==> config.mk <==
export PLATFORM = sky130hd
export DESIGN_NAME = cpu_multicycle
export DESIGN_NICKNAME = d
export VERILOG_FILES = /design/src/rtl/cpu_pkg.sv /design/src/rtl/cpu_alu.sv /design/src/rtl/cpu_multicycle.sv
export SDC_FILE = /design/constraint.sdc
export NUM_CORES = 2
export LEC_CHECK = 0
export CORE_MARGIN = 8
export CORE_UTILIZATION = 65
export CTS_CLUSTER_SIZE = 40
export DETAILED_ROUTE_END_ITERATION = 16
export MAX_ROUTING_LAYER = met4
export PLACE_DENSITY_LB_ADDON = 0.25
export SETUP_SLACK_MARGIN = 0.3
export SKIP_CTS_REPAIR_TIMING = 1
export SLEW_MARGIN = 20
export SYNTH_ARGS = -nofsm -noshare
export SYNTH_HDL_FRONTEND = slang
export SYNTH_HIERARCHICAL = 1
export SYNTH_SLANG_ARGS = --single-unit
==> constraint.sdc <==
create_clock -name clk_i -period 11.8 [get_ports clk_i]
set_input_delay 1.77 -clock clk_i [delete_from_list [all_inputs] [get_ports clk_i]]
set_output_delay 1.77 -clock clk_i [all_outputs]
set_load 0.02 [all_outputs]
==> src/rtl/cpu_pkg.sv <==
// Shared definitions for the multi-cycle core: encodings, FSM states, ALU ops
// and the instruction classifier used in DECODE.
package cpu_pkg;

   localparam logic [5:0] OP_RTYPE = 6'h00;
   localparam logic [5:0] OP_ADDI  = 6'h08;

   localparam logic [5:0] FN_ADD = 6'h20;
   localparam logic [5:0] FN_SUB = 6'h22;
   localparam logic [5:0] FN_AND = 6'h24;
   localparam logic [5:0] FN_OR  = 6'h25;
   localparam logic [5:0] FN_MUL = 6'h18;

   typedef enum logic [2:0] {IDLE, FETCH, DECODE, EXEC, WB, HALT} state_t;

   typedef enum logic [2:0] {ALU_ADD, ALU_SUB, ALU_AND, ALU_OR, ALU_MUL} alu_op_t;

   typedef struct packed {
      logic    legal;
      logic    use_imm;
      alu_op_t alu_op;
   } decode_t;

   // Anything outside the supported R-type functs and addi is illegal.
   function automatic decode_t decode_instr(input logic [31:0] instr);
      decode_t d;
      d = '{legal: 1'b0, use_imm: 1'b0, alu_op: ALU_ADD};
      if (instr[31:26] == OP_ADDI) begin
         d.legal   = 1'b1;
         d.use_imm = 1'b1;
      end else if (instr[31:26] == OP_RTYPE) begin
         d.legal = 1'b1;
         case (instr[5:0])
            FN_ADD:  d.alu_op = ALU_ADD;
            FN_SUB:  d.alu_op = ALU_SUB;
            FN_AND:  d.alu_op = ALU_AND;
            FN_OR:   d.alu_op = ALU_OR;
            FN_MUL:  d.alu_op = ALU_MUL;
            default: d.legal  = 1'b0;
         endcase
      end
      return d;
   endfunction

endpackage

==> src/rtl/cpu_alu.sv <==
// Combinational ALU for the multi-cycle core; all results wrap modulo 2^XLEN.
module cpu_alu
   import cpu_pkg::*;
#(
   parameter int XLEN = 32
) (
   input  logic [XLEN-1:0] a,
   input  logic [XLEN-1:0] b,
   input  logic [2:0]      op,
   output logic [XLEN-1:0] result
);

   always_comb begin
      // NOTE: default assignment first so every path drives result and no latch is inferred.
      result = '0;
      case (alu_op_t'(op))
         ALU_ADD: result = a + b;
         ALU_SUB: result = a - b;
         ALU_AND: result = a & b;
         ALU_OR:  result = a | b;
         ALU_MUL: result = a * b;
         default: result = '0;
      endcase
   end

endmodule

==> src/rtl/cpu_multicycle.sv <==
// Multi-cycle core: FETCH/DECODE/EXEC/WB sequencer with req/ack instruction
// fetch, inline register file (r0 hardwired to zero) and a debug read port.
module cpu_multicycle
   import cpu_pkg::*;
#(
   parameter int              XLEN     = 32,
   parameter int              NREG     = 32,
   parameter logic [XLEN-1:0] PC_RESET = '0
) (
   input  logic            clk_i,
   input  logic            rst_i,
   input  logic            start_i,
   output logic            imem_req_o,
   output logic [XLEN-1:0] imem_addr_o,
   input  logic            imem_ack_i,
   input  logic [31:0]     imem_instr_i,
   output logic [XLEN-1:0] pc_o,
   output logic            retire_o,
   output logic            halt_o,
   input  logic [4:0]      dbg_addr_i,
   output logic [XLEN-1:0] dbg_data_o
);

   localparam int         RW     = $clog2(NREG);
   localparam logic [5:0] NREG_W = 6'(NREG);

   state_t          state;
   logic [XLEN-1:0] pc;
   logic [31:0]     ir;
   logic [XLEN-1:0] op_a;
   logic [XLEN-1:0] op_b;
   logic [XLEN-1:0] imm;
   logic            use_imm;
   alu_op_t         alu_op;
   logic [RW-1:0]   wr_idx;
   logic [XLEN-1:0] result;
   logic [XLEN-1:0] regs [NREG];

   decode_t         dec;
   logic [RW-1:0]   rs_idx;
   logic [RW-1:0]   rt_idx;
   logic [RW-1:0]   rd_idx;
   logic [XLEN-1:0] alu_b;
   logic [XLEN-1:0] alu_y;
   logic            dbg_hit;

   assign dec    = decode_instr(ir);
   assign rs_idx = ir[21 +: RW];
   assign rt_idx = ir[16 +: RW];
   assign rd_idx = ir[11 +: RW];
   assign alu_b  = use_imm ? imm : op_b;

   cpu_alu #(.XLEN(XLEN)) u_alu (
      .a      (op_a),
      .b      (alu_b),
      .op     (alu_op),
      .result (alu_y)
   );

   assign imem_addr_o = pc;
   assign pc_o        = pc;

   // Index 0 and indices beyond the implemented register count read as zero.
   assign dbg_hit    = (dbg_addr_i != 5'd0) && ({1'b0, dbg_addr_i} < NREG_W);
   assign dbg_data_o = dbg_hit ? regs[dbg_addr_i[RW-1:0]] : '0;

   // NOTE: sequential state uses non-blocking assignments so every register samples pre-edge values.
   always_ff @(posedge clk_i or negedge rst_i) begin
      if (!rst_i) begin
         state      <= IDLE;
         pc         <= PC_RESET;
         ir         <= '0;
         op_a       <= '0;
         op_b       <= '0;
         imm        <= '0;
         use_imm    <= 1'b0;
         alu_op     <= ALU_ADD;
         wr_idx     <= '0;
         result     <= '0;
         imem_req_o <= 1'b0;
         retire_o   <= 1'b0;
         halt_o     <= 1'b0;
         // NOTE: the register file is architecturally cleared on reset, so it is built from flops, not a RAM macro.
         for (int i = 0; i < NREG; i++) regs[i] <= '0;
      end else begin
         retire_o <= 1'b0;
         case (state)
            IDLE: begin
               if (start_i) begin
                  state      <= FETCH;
                  imem_req_o <= 1'b1;
               end
            end
            FETCH: begin
               if (imem_ack_i) begin
                  ir         <= imem_instr_i;
                  imem_req_o <= 1'b0;
                  state      <= DECODE;
               end
            end
            DECODE: begin
               op_a    <= regs[rs_idx];
               op_b    <= regs[rt_idx];
               imm     <= {{(XLEN-16){ir[15]}}, ir[15:0]};
               use_imm <= dec.use_imm;
               alu_op  <= dec.alu_op;
               wr_idx  <= dec.use_imm ? rt_idx : rd_idx;
               if (dec.legal) begin
                  state <= EXEC;
               end else begin
                  state  <= HALT;
                  halt_o <= 1'b1;
               end
            end
            EXEC: begin
               result   <= alu_y;
               retire_o <= 1'b1;
               state    <= WB;
            end
            WB: begin
               if (wr_idx != '0) regs[wr_idx] <= result;
               pc <= pc + XLEN'(4);
               if (start_i) begin
                  state      <= FETCH;
                  imem_req_o <= 1'b1;
               end else begin
                  state <= IDLE;
               end
            end
            HALT: begin
               halt_o     <= 1'b1;
               imem_req_o <= 1'b0;
            end
            default: state <= IDLE;
         endcase
      end
   end

endmodule

==> key figures <==
Worst setup path
  • Required time of the critical path: 12.46 ns
  • Max Fanout on Critical Path: 32
  • Crit path to: result[31]
  • CP Capture Type: register
  • R2r setup slk: 3.17 ns
  • Worst EP arrival: 9.29 ns
  • CP startpoint kind: register
  • Reg2reg end: result[31]
  • Reg-to-Reg Start: use_imm
  • R2R depth: 26
  • Setup CP Type: register to register
  • Critical Path Start: use_imm

Placement
  • Gpl congestion: 0.987
  • Hpwl dp: 169 mm
  • I/O Buffers: 135

Floorplanning
  • Die X: 389 um
  • Total core area: 138000 sq um
  • Row cnt: 136
  • I/O pins: 140
  • Die height: 389 um
  • Die ar.: 151000 sq um
  • Starting Density: 0.656

Power
  • VDD IR max: 134 uV
  • Sequential share of power: 0.468
  • Sw Share: 0.223
  • Total Power: 8.89 mW
  • Int Pwr: 6.91 mW
  • Leakage: 41.5 nW
  • Net Sw Power: 1.98 mW
  • Clock share of power: 0.506
  • Comb power frac: 0.026
  • Cell Pwr Density: 92.1 nW/um^2

Timing
  • Fmax: 116 MHz
  • Min Clock Period, post-route: 8.63 ns
  • Final Hold Vio Count: 0
  • Skew final: 0.0372 ns
  • Worst slew margin: 0.210
  • Tightest Pin Transition: 1.18 ns
  • Period utilization: 0.731
  • Setup TNS: 0 ns
  • Fin. max-slew vios: 0
  • Unrepaired setup endpoints after global routing: no
  • Setup violators final: 0

Global routing
  • First-pass GRT wire length: 435 mm
  • Largest net degree at the start of global routing: 186
  • Total grt overflow: 0
  • Initial antenna violation count: 10
  • GRT Util Overall: 0.388
  • Vias in the first global route: 68300

Hold path
  • Hold crit path type: register to register
  • Hold path startpoint: regs[1013]

Clock network
  • TritonCTS clock tree: done
  • Reg clk slew, reported paths: 0.06 ns
  • Number of H-tree levels: 4
  • Clock Latency Late Sink: 0.81 ns
  • Clock sink count: 1213
  • TritonCTS buffer count: 137
  • Clock Path Buffers: 3
  • CTS root buffer: clkbuf_16

Logic synthesis
  • Sequential share of the synthesized area: 0.336
  • Unique masters post-synth: 78
  • Syn Inst Count: 7674
  • Post-synth EDFFs: 0
  • Dominant synthesized flop cell: dfrtp_1
  • Synthesis Warnings: 6
  • Syn Area/Cell: 11.8 sq um
  • Synth async-reset ratio: 1.00
  • Yosys reg bits: 1213
  • Synthesized area: 90300 sq um

Detailed routing
  • Vias post-DR: 66900
  • DRC: 0
  • Via density: 7.23
  • Avg WL per Cell: 31.3 um
  • Initial DRC Count: 8502
  • Final wirelength: 289 mm
  • Routed Antenna Nets: 0
  • TritonRoute pass-1 iters: 6

Cells and area
  • Filler Cell Count: 9648
  • Area growth syn-to-layout: 6.98%
  • Share of post-route cells with drive strength above 1: 0.246
  • Nets: 7944

Outcome
  • Status: finished, final reports clean

Run
  • Number of max-cap violations: 0
[cells by family (layout without fill, tap and decap cells)]
logic type / Yosys count / in the layout / synth area share
muxes: 2426 / 2426 / 0.328
buffers and inverters: 1206 / 974 / 0.0591
AOI/OAI and AO/OA: 1070 / 1070 / 0.0888
other: 1 / 12 / 0.0000415
adders and majority gates: 592 / 592 / 0.115
and+or+nand+nor: 995 / 995 / 0.0556
xor gates and xnor gates: 171 / 171 / 0.0167
DFF: 1213 / 1213 / 0.336
[worst max-delay path: stages (launching register included)]
cell and delay, ns:
dfrtp_1 0.46, buf_4 0.39, mux2_2 0.63, and2_1 0.28, fa_1 0.47, inv_1 0.05, fa_1 0.51, fa_1 0.46
fa_1 0.55, inv_1 0.05, fa_1 0.50, inv_1 0.06, fa_1 0.54, inv_1 0.05, fa_1 0.50, fa_1 0.44
ha_1 0.41, a21oi_1 0.09, o21ai_0 0.31, o21ai_0 0.14, and3b_1 0.20, nor4b_1 0.15, or3b_2 0.45, a31oi_1 0.21
xnor2_1 0.15, o221ai_1 0.14, mux2_2 0.28
[stage by stage]
stage,area [sq um],hold slack (ns),setup slack [ns],std cells,util
after floorplan,90300,0.435,3.57,7677,-
after global placement,91800,0.400,3.39,8990,0.667
after detailed placement,91800,0.409,3.27,8990,0.667
after CTS,96500,0.422,3.20,9238,0.701
after global routing,96600,0.435,2.86,9245,0.702
final,96600,0.418,3.17,9247,0.702
[cell usage in the layout (no fill, tap or decap), types with 143 or more instances in the layout]
cell type / Yosys / layout
inv_1: 441 / 441
a21oi_1: 191 / 191
and2_1: 318 / 316
ha_1: 158 / 158
nand2_1: 446 / 431
fa_1: 409 / 409
mux2i_1: 1035 / 1035
a22oi_1: 268 / 268
clkbuf_16: 0 / 143
mux4_2: 320 / 320
dfrtp_1: 1213 / 1204
mux2_2: 1005 / 1005
[cell type report]
| type | instances | area [sq um] | share of cell area |
|---|---|---|---|
| Sequential cell | 1213 | 30400 | 0.314 |
| Antenna cell | 8 | 20.0 | 0.000207 |
| Clock buffer | 206 | 4140 | 0.0428 |
| Tap cell | 1794 | 2240 | 0.0232 |
| Clock inverter | 42 | 597 | 0.00618 |
| Multi-Input combinational cell | 5258 | 54800 | 0.568 |
| Inverter | 441 | 1660 | 0.0171 |
| Timing Repair Buffer | 285 | 2710 | 0.0280 |
[sequential cells by signal, indices dropped and copies added, names as in the netlist, 3 cells and up]
signal	flops
alu_op	3
imem_addr_o	30
imm	16
ir	32
op_a	32
op_b	32
regs	1024
result	32
state	3
wr_idx	5
[cell usage after synthesis (86+ instances only)]
library cell,n,area [sq um]
buf_2,121,606
a221oi_1,127,1110
a21oi_1,191,956
xnor2_1,102,893
nand2_1,446,1670
mux2i_1,1035,10400
mux4_2,320,7210
fa_1,409,8190
ha_1,158,1980
inv_1,441,1660
dfrtp_1,1213,30400
mux2_2,1005,11300
o21ai_0,86,430
a22oi_1,268,2010
buf_4,102,766
clkbuf_1,433,1630
and2_1,318,1990
a22o_1,128,1120
[worst min path at each step]
| stage | to | slack [ns] | cells past startpoint |
|---|---|---|---|
| detailed placement | regs[993] | 0.41 | 0 |
| CTS | regs[993] | 0.42 | 0 |
| global route | regs[1013] | 0.44 | 0 |
| finish | regs[1013] | 0.42 | 0 |
| global placement | regs[1021] | 0.40 | 0 |
| floorplan | imm[10] | 0.43 | 2 |
[power by group through the flow]
stage / registers [mW] / clock network [mW] / logic, mW
floorplan: 4.24 / 0 / 0.0986
global placement: 4.24 / 0 / 0.231
detailed placement: 4.24 / 0 / 0.232
CTS: 4.16 / 4.53 / 0.232
global route: 4.16 / 4.70 / 0.250
finish: 4.16 / 4.50 / 0.231
[metal layers]
metal | vias up | share of wire | GRT usage
li1 | 27000 | - | -
met1 | 34400 | 0.38 | 0.498
met2 | 4371 | 0.44 | 0.564
met3 | 1114 | 0.12 | 0.108
met4 | 0 | 0.063 | 0.204
met5 | - | 0 | -
Note: power is estimated with default switching activity, not from simulation.
